==> src/rtl/reg_file_sb.sv <==
// ----------------------------------------------------------------------------
// reg_file_sb
// Architectural register file (32 x DATA_W) with an integrated pending-write
// scoreboard. Two combinational read ports with write-through bypass, one
// write-back port, and one issue port that marks a destination register busy
// until its write-back arrives. Read-after-write hazards are flagged per port.
//
// Ports:
//   clk         in   clock, all state updates on the rising edge
//   rst_n       in   asynchronous active-low reset (clears registers and busy)
//   rs_addr     in   read port A address
//   rt_addr     in   read port B address
//   rs_data     out  read port A data (combinational, bypassed)
//   rt_data     out  read port B data (combinational, bypassed)
//   wr_en       in   write-back strobe
//   wr_addr     in   write-back register
//   wr_data     in   write-back value
//   issue_en    in   an instruction with a destination issues this cycle
//   issue_addr  in   destination register of the issuing instruction
//   hazard_rs   out  rs_addr has an outstanding write not satisfied this cycle
//   hazard_rt   out  same for rt_addr
//   busy        out  scoreboard vector, bit i = register i has a write pending
// ----------------------------------------------------------------------------
module reg_file_sb #(
   parameter int DATA_W = 32,
   parameter int NREG   = 32
) (
   input  logic              clk,
   input  logic              rst_n,
   input  logic [4:0]        rs_addr,
   input  logic [4:0]        rt_addr,
   output logic [DATA_W-1:0] rs_data,
   output logic [DATA_W-1:0] rt_data,
   input  logic              wr_en,
   input  logic [4:0]        wr_addr,
   input  logic [DATA_W-1:0] wr_data,
   input  logic              issue_en,
   input  logic [4:0]        issue_addr,
   output logic              hazard_rs,
   output logic              hazard_rt,
   output logic [NREG-1:0]   busy
);

   logic [DATA_W-1:0] r_regs [NREG];
   logic [NREG-1:0]   r_busy;

   logic [NREG-1:0]   w_set;
   logic [NREG-1:0]   w_clr;
   logic [NREG-1:0]   w_busy_nxt;
   logic              w_wr_hit_rs;
   logic              w_wr_hit_rt;

   // One-hot decode of the issue and write-back destinations.
   assign w_set = issue_en ? (NREG'(1) << issue_addr) : '0;
   assign w_clr = wr_en    ? (NREG'(1) << wr_addr)    : '0;

   // Set has priority over clear: a same-cycle issue to the register being
   // written back makes the new producer the outstanding one. Bit 0 is forced
   // low so r0 can never be reported busy.
   assign w_busy_nxt = ((r_busy & ~w_clr) | w_set) & ~NREG'(1);

   always_ff @(posedge clk or negedge rst_n) begin
      if (!rst_n) begin
         for (int i = 0; i < NREG; i++) begin
            r_regs[i] <= '0;
         end
         r_busy <= '0;
      end else begin
         if (wr_en && (wr_addr != 5'd0)) begin
            r_regs[wr_addr] <= wr_data;
         end
         r_busy <= w_busy_nxt;
      end
   end

   // A write in flight this cycle to the register being read.
   assign w_wr_hit_rs = wr_en && (wr_addr == rs_addr);
   assign w_wr_hit_rt = wr_en && (wr_addr == rt_addr);

   assign rs_data = (rs_addr == 5'd0) ? '0 :
                    w_wr_hit_rs       ? wr_data : r_regs[rs_addr];
   assign rt_data = (rt_addr == 5'd0) ? '0 :
                    w_wr_hit_rt       ? wr_data : r_regs[rt_addr];

   // The bypassed write satisfies the read in the same cycle, so it masks
   // the hazard even though the busy bit only clears at the edge.
   assign hazard_rs = (rs_addr != 5'd0) && r_busy[rs_addr] && !w_wr_hit_rs;
   assign hazard_rt = (rt_addr != 5'd0) && r_busy[rt_addr] && !w_wr_hit_rt;

   assign busy = r_busy;

endmodule

==> config.mk <==
export PLATFORM = sky130hd
export DESIGN_NAME = reg_file_sb
export DESIGN_NICKNAME = d
export VERILOG_FILES = /design/src/rtl/reg_file_sb.sv
export SDC_FILE = /design/constraint.sdc
export NUM_CORES = 2
export LEC_CHECK = 0
export BUFFER_PORTS_ARGS = -buffer_cell sky130_fd_sc_hd__clkbuf_2
export CORE_MARGIN = 8
export CORE_UTILIZATION = 57
export CTS_CLUSTER_SIZE = 24
export DETAILED_ROUTE_END_ITERATION = 8
export MAX_ROUTING_LAYER = met4
export PLACE_DENSITY_LB_ADDON = 0.12
export SLEW_MARGIN = 0
export SYNTH_ARGS = -nofsm -noshare
export SYNTH_HDL_FRONTEND = slang
export SYNTH_SLANG_ARGS = --single-unit
==> constraint.sdc <==
create_clock -name clk -period 1.9 [get_ports clk]
set_input_delay 0.095 -clock clk [delete_from_list [all_inputs] [get_ports clk]]
set_output_delay 0.095 -clock clk [all_outputs]
set_load 0.02 [all_outputs]
# ---- After elaboration in Yosys (flattened, before gate mapping)
# Cells that the tools add are included.
dict set report word_totals {
  ramBits 0
  memories 0
  regBits 1055
  romBits 0
  latchBits 0
  word_cells 83
  in_bits 56
}
dict set report op_classes {
  n_mux 19
  shifts 2
  add_sub_neg 0
  n_div 0
  n_eq_ne 2
  bitwise_logic 6
  mul 0
  n_lt_le_gt_ge 6
  reduce_logical 15
}
# operator n
set op_table {}
lappend op_table {{bitwise mux 1024 bit} 1}
lappend op_table {{two-way mux 32 bit} 11}
lappend op_table {{binary-select mux 32 bit (select 5 bit)} 2}
lappend op_table {{demux 32 bit (select 5 bit)} 1}
lappend op_table {{<< shifter 1 x 5 -> 32 bit, first input constant} 2}
lappend op_table {{AND 32 bit} 1}
lappend op_table {{NOT 32 bit} 1}
lappend op_table {{OR 32 bit} 1}
lappend op_table {{greater-or-equal comparator 6 bit, second input constant} 3}
lappend op_table {{NOT 5 -> 6 bit} 3}
lappend op_table {{nonzero test 5 bit} 3}
lappend op_table {{less-than comparator 5 x 6 -> 1 bit, second input constant} 2}
lappend op_table {{binary-select mux 1 bit (select 5 bit)} 2}
lappend op_table {{equality test 5 bit} 2}
lappend op_table {{logical NOT 5 bit} 2}
lappend op_table {{logical AND 1 bit} 8}
lappend op_table {{less-than comparator 6 x 1 -> 1 bit, second input constant} 1}
lappend op_table {{logical NOT 1 bit} 2}
lappend op_table {{two-way mux 1 bit} 2}

# ---- Longest topological paths before layout
dict set report depth {
  depth_word 6
  ltp_mapped 10
  mapped_depth_nobuf 5
}

# ---- Worst setup path after synthesis
# No wires, ideal clock.
dict set report synth_path {
  kind {input-to-output}
  startpoint {input rt_addr[0]}
  endpoint {output hazard_rt}
  path_stages 9
  required_time_ps 1805
  arrival_time_ps 1972
  path_buffers 5
  setup_slack_ps -167
  path_cell_list {buf_6 > buf_12 > buf_12 > buf_12 > buf_12 > nand3b_1 > a21oi_1 > a211oi_1 > a2111oi_1}
}
dict set report synth_via {
  elab_chain_cells 4
  elab_cells_between_ends 8
}
# item line
set synth_lines {}
lappend synth_lines {{start, declared} 31} ;# input logic [4:0] rt_addr,
lappend synth_lines {{binary-select mux 1 bit (select 5 bit) or equality test 5 bit (tied branches)} {88, 78}}
lappend synth_lines {{two-way mux 1 bit (not written as such) or logical AND 1 bit (tied branches)} {88, 78}}
lappend synth_lines {{logical AND 1 bit or logical NOT 1 bit (tied branches)} 88} ;# assign hazard_rt = (rt_addr != 5'd0) && r_busy[rt_addr] && !w_wr_hit_rt;
lappend synth_lines {{logical AND 1 bit (*)} 88}
lappend synth_lines {{end, declared} 40} ;# output logic hazard_rt,
# Mark *: on every way between the ends. The rest lies on a longest branch, timed or not. The select of a mux whose other input is x is not followed.

# ---- Worst setup path in the final report
dict set report layout_path {
  startpoint {register r_regs[294] (netlist bit)}
  endpoint {output rt_data[6]}
}
dict set report layout_via {
  elab_chain_cells 5
}
# item line
set layout_lines {}
lappend layout_lines {{start, declared} 44} ;# logic [DATA_W-1:0] r_regs [NREG];
lappend layout_lines {{start signal, assigned by index} 70} ;# r_regs[wr_addr] <= wr_data;
lappend layout_lines {{binary-select mux 32 bit (select 5 bit)} 83} ;# w_wr_hit_rt ? wr_data : r_regs[rt_addr];
lappend layout_lines {{two-way mux 32 bit (not written as such) (2 in series)} 83}
lappend layout_lines {{two-way mux 32 bit} 83}
lappend layout_lines {{two-way mux 32 bit} 82} ;# assign rt_data = (rt_addr == 5'd0) ? '0 :
lappend layout_lines {{end, declared} 33} ;# output logic [DATA_W-1:0] rt_data,
# Every way passes these cells. The select of a mux whose other input is x is not followed.

==> results.json <==
{
  "globalRouteOverflowTotal": 0,
  "grt_usage": 0.371,
  "timing.final.crit_share": 1.41,
  "ant_nets": 0,
  "p_per_area_nw_per_um2": 1030,
  "rsz0062_at_grt": "true",
  "r2r_cells": 3,
  "postSynthAreaPerCell_um2": 14.8,
  "drv_cap": 0,
  "top_layer": "met4",
  "crit_fanout": 2,
  "via_per_inst": 7.23,
  "wire_per_inst_um": 35.9,
  "core_um2": 98400,
  "finClkSkew_ns": 0,
  "finalHoldViolations": 0,
  "dp.cells": 5327,
  "final_cell_mix": "dfrtp_1, mux2_2, mux4_2",
  "drc": 0,
  "hold_class": "in2reg",
  "p_total_mw": 71.0,
  "max_freq_ghz": 0.373,
  "leakagePower_nw": 30.4,
  "min_path_cells": 3,
  "cts.path.max_buffers": 3,
  "first_pass_iters": 6,
  "cp-start-kind": "flip-flop",
  "mostFrequentLayoutCell": "dfrtp_1",
  "internal_power_mw": 51.0,
  "multi_input_area_um2": 29100,
  "rows": 115,
  "wirelength_um": 202000,
  "fin_ws_ns": -0.783,
  "synth_seq_area_share": 0.466,
  "worst_pin_slew_ns": 0.797,
  "postSynthCellCount": 3833,
  "gp_congestion": 0.937,
  "synth_nets": 3889,
  "setup_violations": 66,
  "grt_pass1_vias": 42200,
  "grt_pass1_wl_um": 295000,
  "async_flop_share": 1.00,
  "hold_ws_ns": 0.0523,
  "numPortBuffers": 152,
  "wl_met1_um": 78500,
  "clockRootBuffer": "clkbuf_16",
  "combPwrFrac": 0.237,
  "crit_required_ns": 1.80,
  "critPathBufInv": 1,
  "nFillCells": 6495,
  "fin_crit_ns": 2.68,
  "synth_top_area_cell": "dfrtp_1",
  "die_y_um": 331,
  "seqCellArea_um2": 26400,
  "met2_length_um": 91300,
  "dpl.hpwl_um": 131000,
  "die_w_um": 331,
  "numCtsBuffers": 113,
  "netlist_area_um2": 56600,
  "stdcell_count": 5622,
  "dieArea_um2": 110000,
  "tritoncts": "yes",
  "ios": 154,
  "critical_path_class": "reg2out",
  "critPathMaxStageDelay_ns": 0.47,
  "crit_cells": 6,
  "vias": 40700,
  "worstPathArrival_ns": 2.59,
  "status": "finished, violations left",
  "path_common_cell": "o211ai_1",
  "ys_warn_count": 0,
  "nets": 4295,
  "antenna_found_initial": 8,
  "h-tree-depth": 3,
  "p_switching_mw": 20.0,
  "wl_met3_um": 21800,
  "yosys-top-cells-area": "dfrtp_1, mux2_2, mux4_2",
  "clock-sinks": 1055,
  "path_clk_slew_ns": 0.06,
  "initialDrtViolationCount": 4486,
  "final_max_slew_viol_count": 0,
  "grt_max_degree": 107,
  "violations": "setup timing",
  "clkPwrFrac": 0.337,
  "synth_edf_count": 0,
  "relSlewSlack": 0.469,
  "end_kind": "output port",
  "drive_above_1_share": 0.576,
  "slowest_stage": "mux4_2",
  "worstPathCellList": "mux4_2 > o22a_1 > o211ai_1 > o211ai_1 > o211a_1 > clkbuf_8",
  "cp_top_family": "compound AO/OA/AOI/OAI gates",
  "vdd_drop_max_mv": 0.839,
  "netlist.area_leader.share": 0.466,
  "p_seq_frac": 0.426,
  "synth_top_flop_cell": "dfrtp_1",
  "start_util": 0.576,
  "yosysUniqueCellTypes": 66,
  "syn_to_final_growth_pct": 21.5,
  "insertion_delay_ns": 0.70,
  "swShare": 0.282,
  "synth-seq-cells": 1055
}
[worst reg2reg max path: cells and delay by family, from the launching register on]
kind / cells / cell delay, ns
flip-flops: 1 / 0.39
buffers and inverters: 2 / 0.27
multiplexers: 1 / 0.28
[synthesized netlist by cell type (12+ instances only)]
master and number:
dfrtp_1 1055, mux2_2 931, mux4_2 447, clkbuf_1 201, mux2i_1 198, buf_2 117
o22ai_1 88, a22oi_1 81, nand2_1 79, nor2_1 77, mux2_1 66, o21ai_0 55
buf_4 47, buf_1 46, a31oi_1 37, a32o_1 31, a22o_1 29, nor3_1 24
nand2b_1 18, mux4_1 16, buf_6 14, a21oi_1 13, a221oi_1 12
[kinds of logic (layout without fill, tap and decap cells)]
family | Yosys count | in the layout | synth area share
muxes | 1661 | 1661 | 0.420
DFF | 1055 | 1055 | 0.466
buffers and inverters | 440 | 935 | 0.0395
AOI/OAI and AO/OA | 409 | 409 | 0.0518
and+or+nand+nor | 257 | 257 | 0.0214
xor gates and xnor gates | 10 | 10 | 0.00155
other | 1 | 8 | 0.0000662
[registers in the layout, summed over array words and instances (netlist names)]
name,count
busy,31
r_regs,1024
[path summary, 6_finish.rpt]
| path | from | end | slack, ns |
|---|---|---|---|
| max reg2reg | r_regs[596] | r_regs[596] | 0.84 |
| max in group asynchronous | rst_n | r_regs[248] | 0.95 |
| min reg2reg | r_regs[999] | r_regs[999] | 0.40 |
| max | r_regs[294] | rt_data[6] | -0.78 |
| min in group asynchronous | rst_n | r_regs[117] | 0.13 |
| min | wr_data[24] | r_regs[600] | 0.05 |
[metrics by stage]
step | util | setup slack (ns) | instance area, um2 | setup TNS (ns)
2_1_floorplan | - | 0.00717 | 56700 | 0
3_3_place_gp | 0.637 | -0.501 | 62700 | -22.40
3_5_place_dp | 0.637 | -0.540 | 62700 | -29.10
4_1_cts | 0.693 | -0.827 | 68200 | -38.45
5_1_grt | 0.699 | -0.789 | 68800 | -40.45
6_report | 0.699 | -0.783 | 68800 | -36.76
[layout make-up]
type,count,share of cell area
inverter,3,0.000164
sequential,1055,0.384
clock buffer,162,0.0481
timing repair buffer,728,0.112
multi-input combinational,2338,0.423
clock inverter,42,0.0100
antenna,7,0.000254
tap,1287,0.0234
[what timing repair did]
| action | in CTS | in global routing |
|---|---|---|
| gates resized for setup | 246 | 134 |
| pin swaps | 119 | 90 |
| setup endpoints to repair | 66 | 66 |
| buffers inserted | 40 | 25 |
| cloned | 0 | 0 |
| hold endpoints to repair | 1199 | 0 |
| hold buffers | 25 | 0 |
[layer usage]
| metal | vias to the layer above | track usage |
|---|---|---|
| met1 | 21700 | 0.492 |
| met3 | 621 | 0.100 |
| met4 | 0 | 0.154 |
| met2 | 2628 | 0.542 |
| met5 | - | - |
| li1 | 15700 | - |
[power groups by stage]
stage | combinational [mW] | clock (mW) | sequential, mW
floorplan | 10.5 | 0 | 29.3
global placement | 14.7 | 0 | 29.9
detailed placement | 15.2 | 0 | 30.4
CTS | 16.3 | 24.1 | 30.0
global route | 17.7 | 25.0 | 30.6
finish | 16.8 | 24.0 | 30.2
Power figures use the tool's default switching activity.
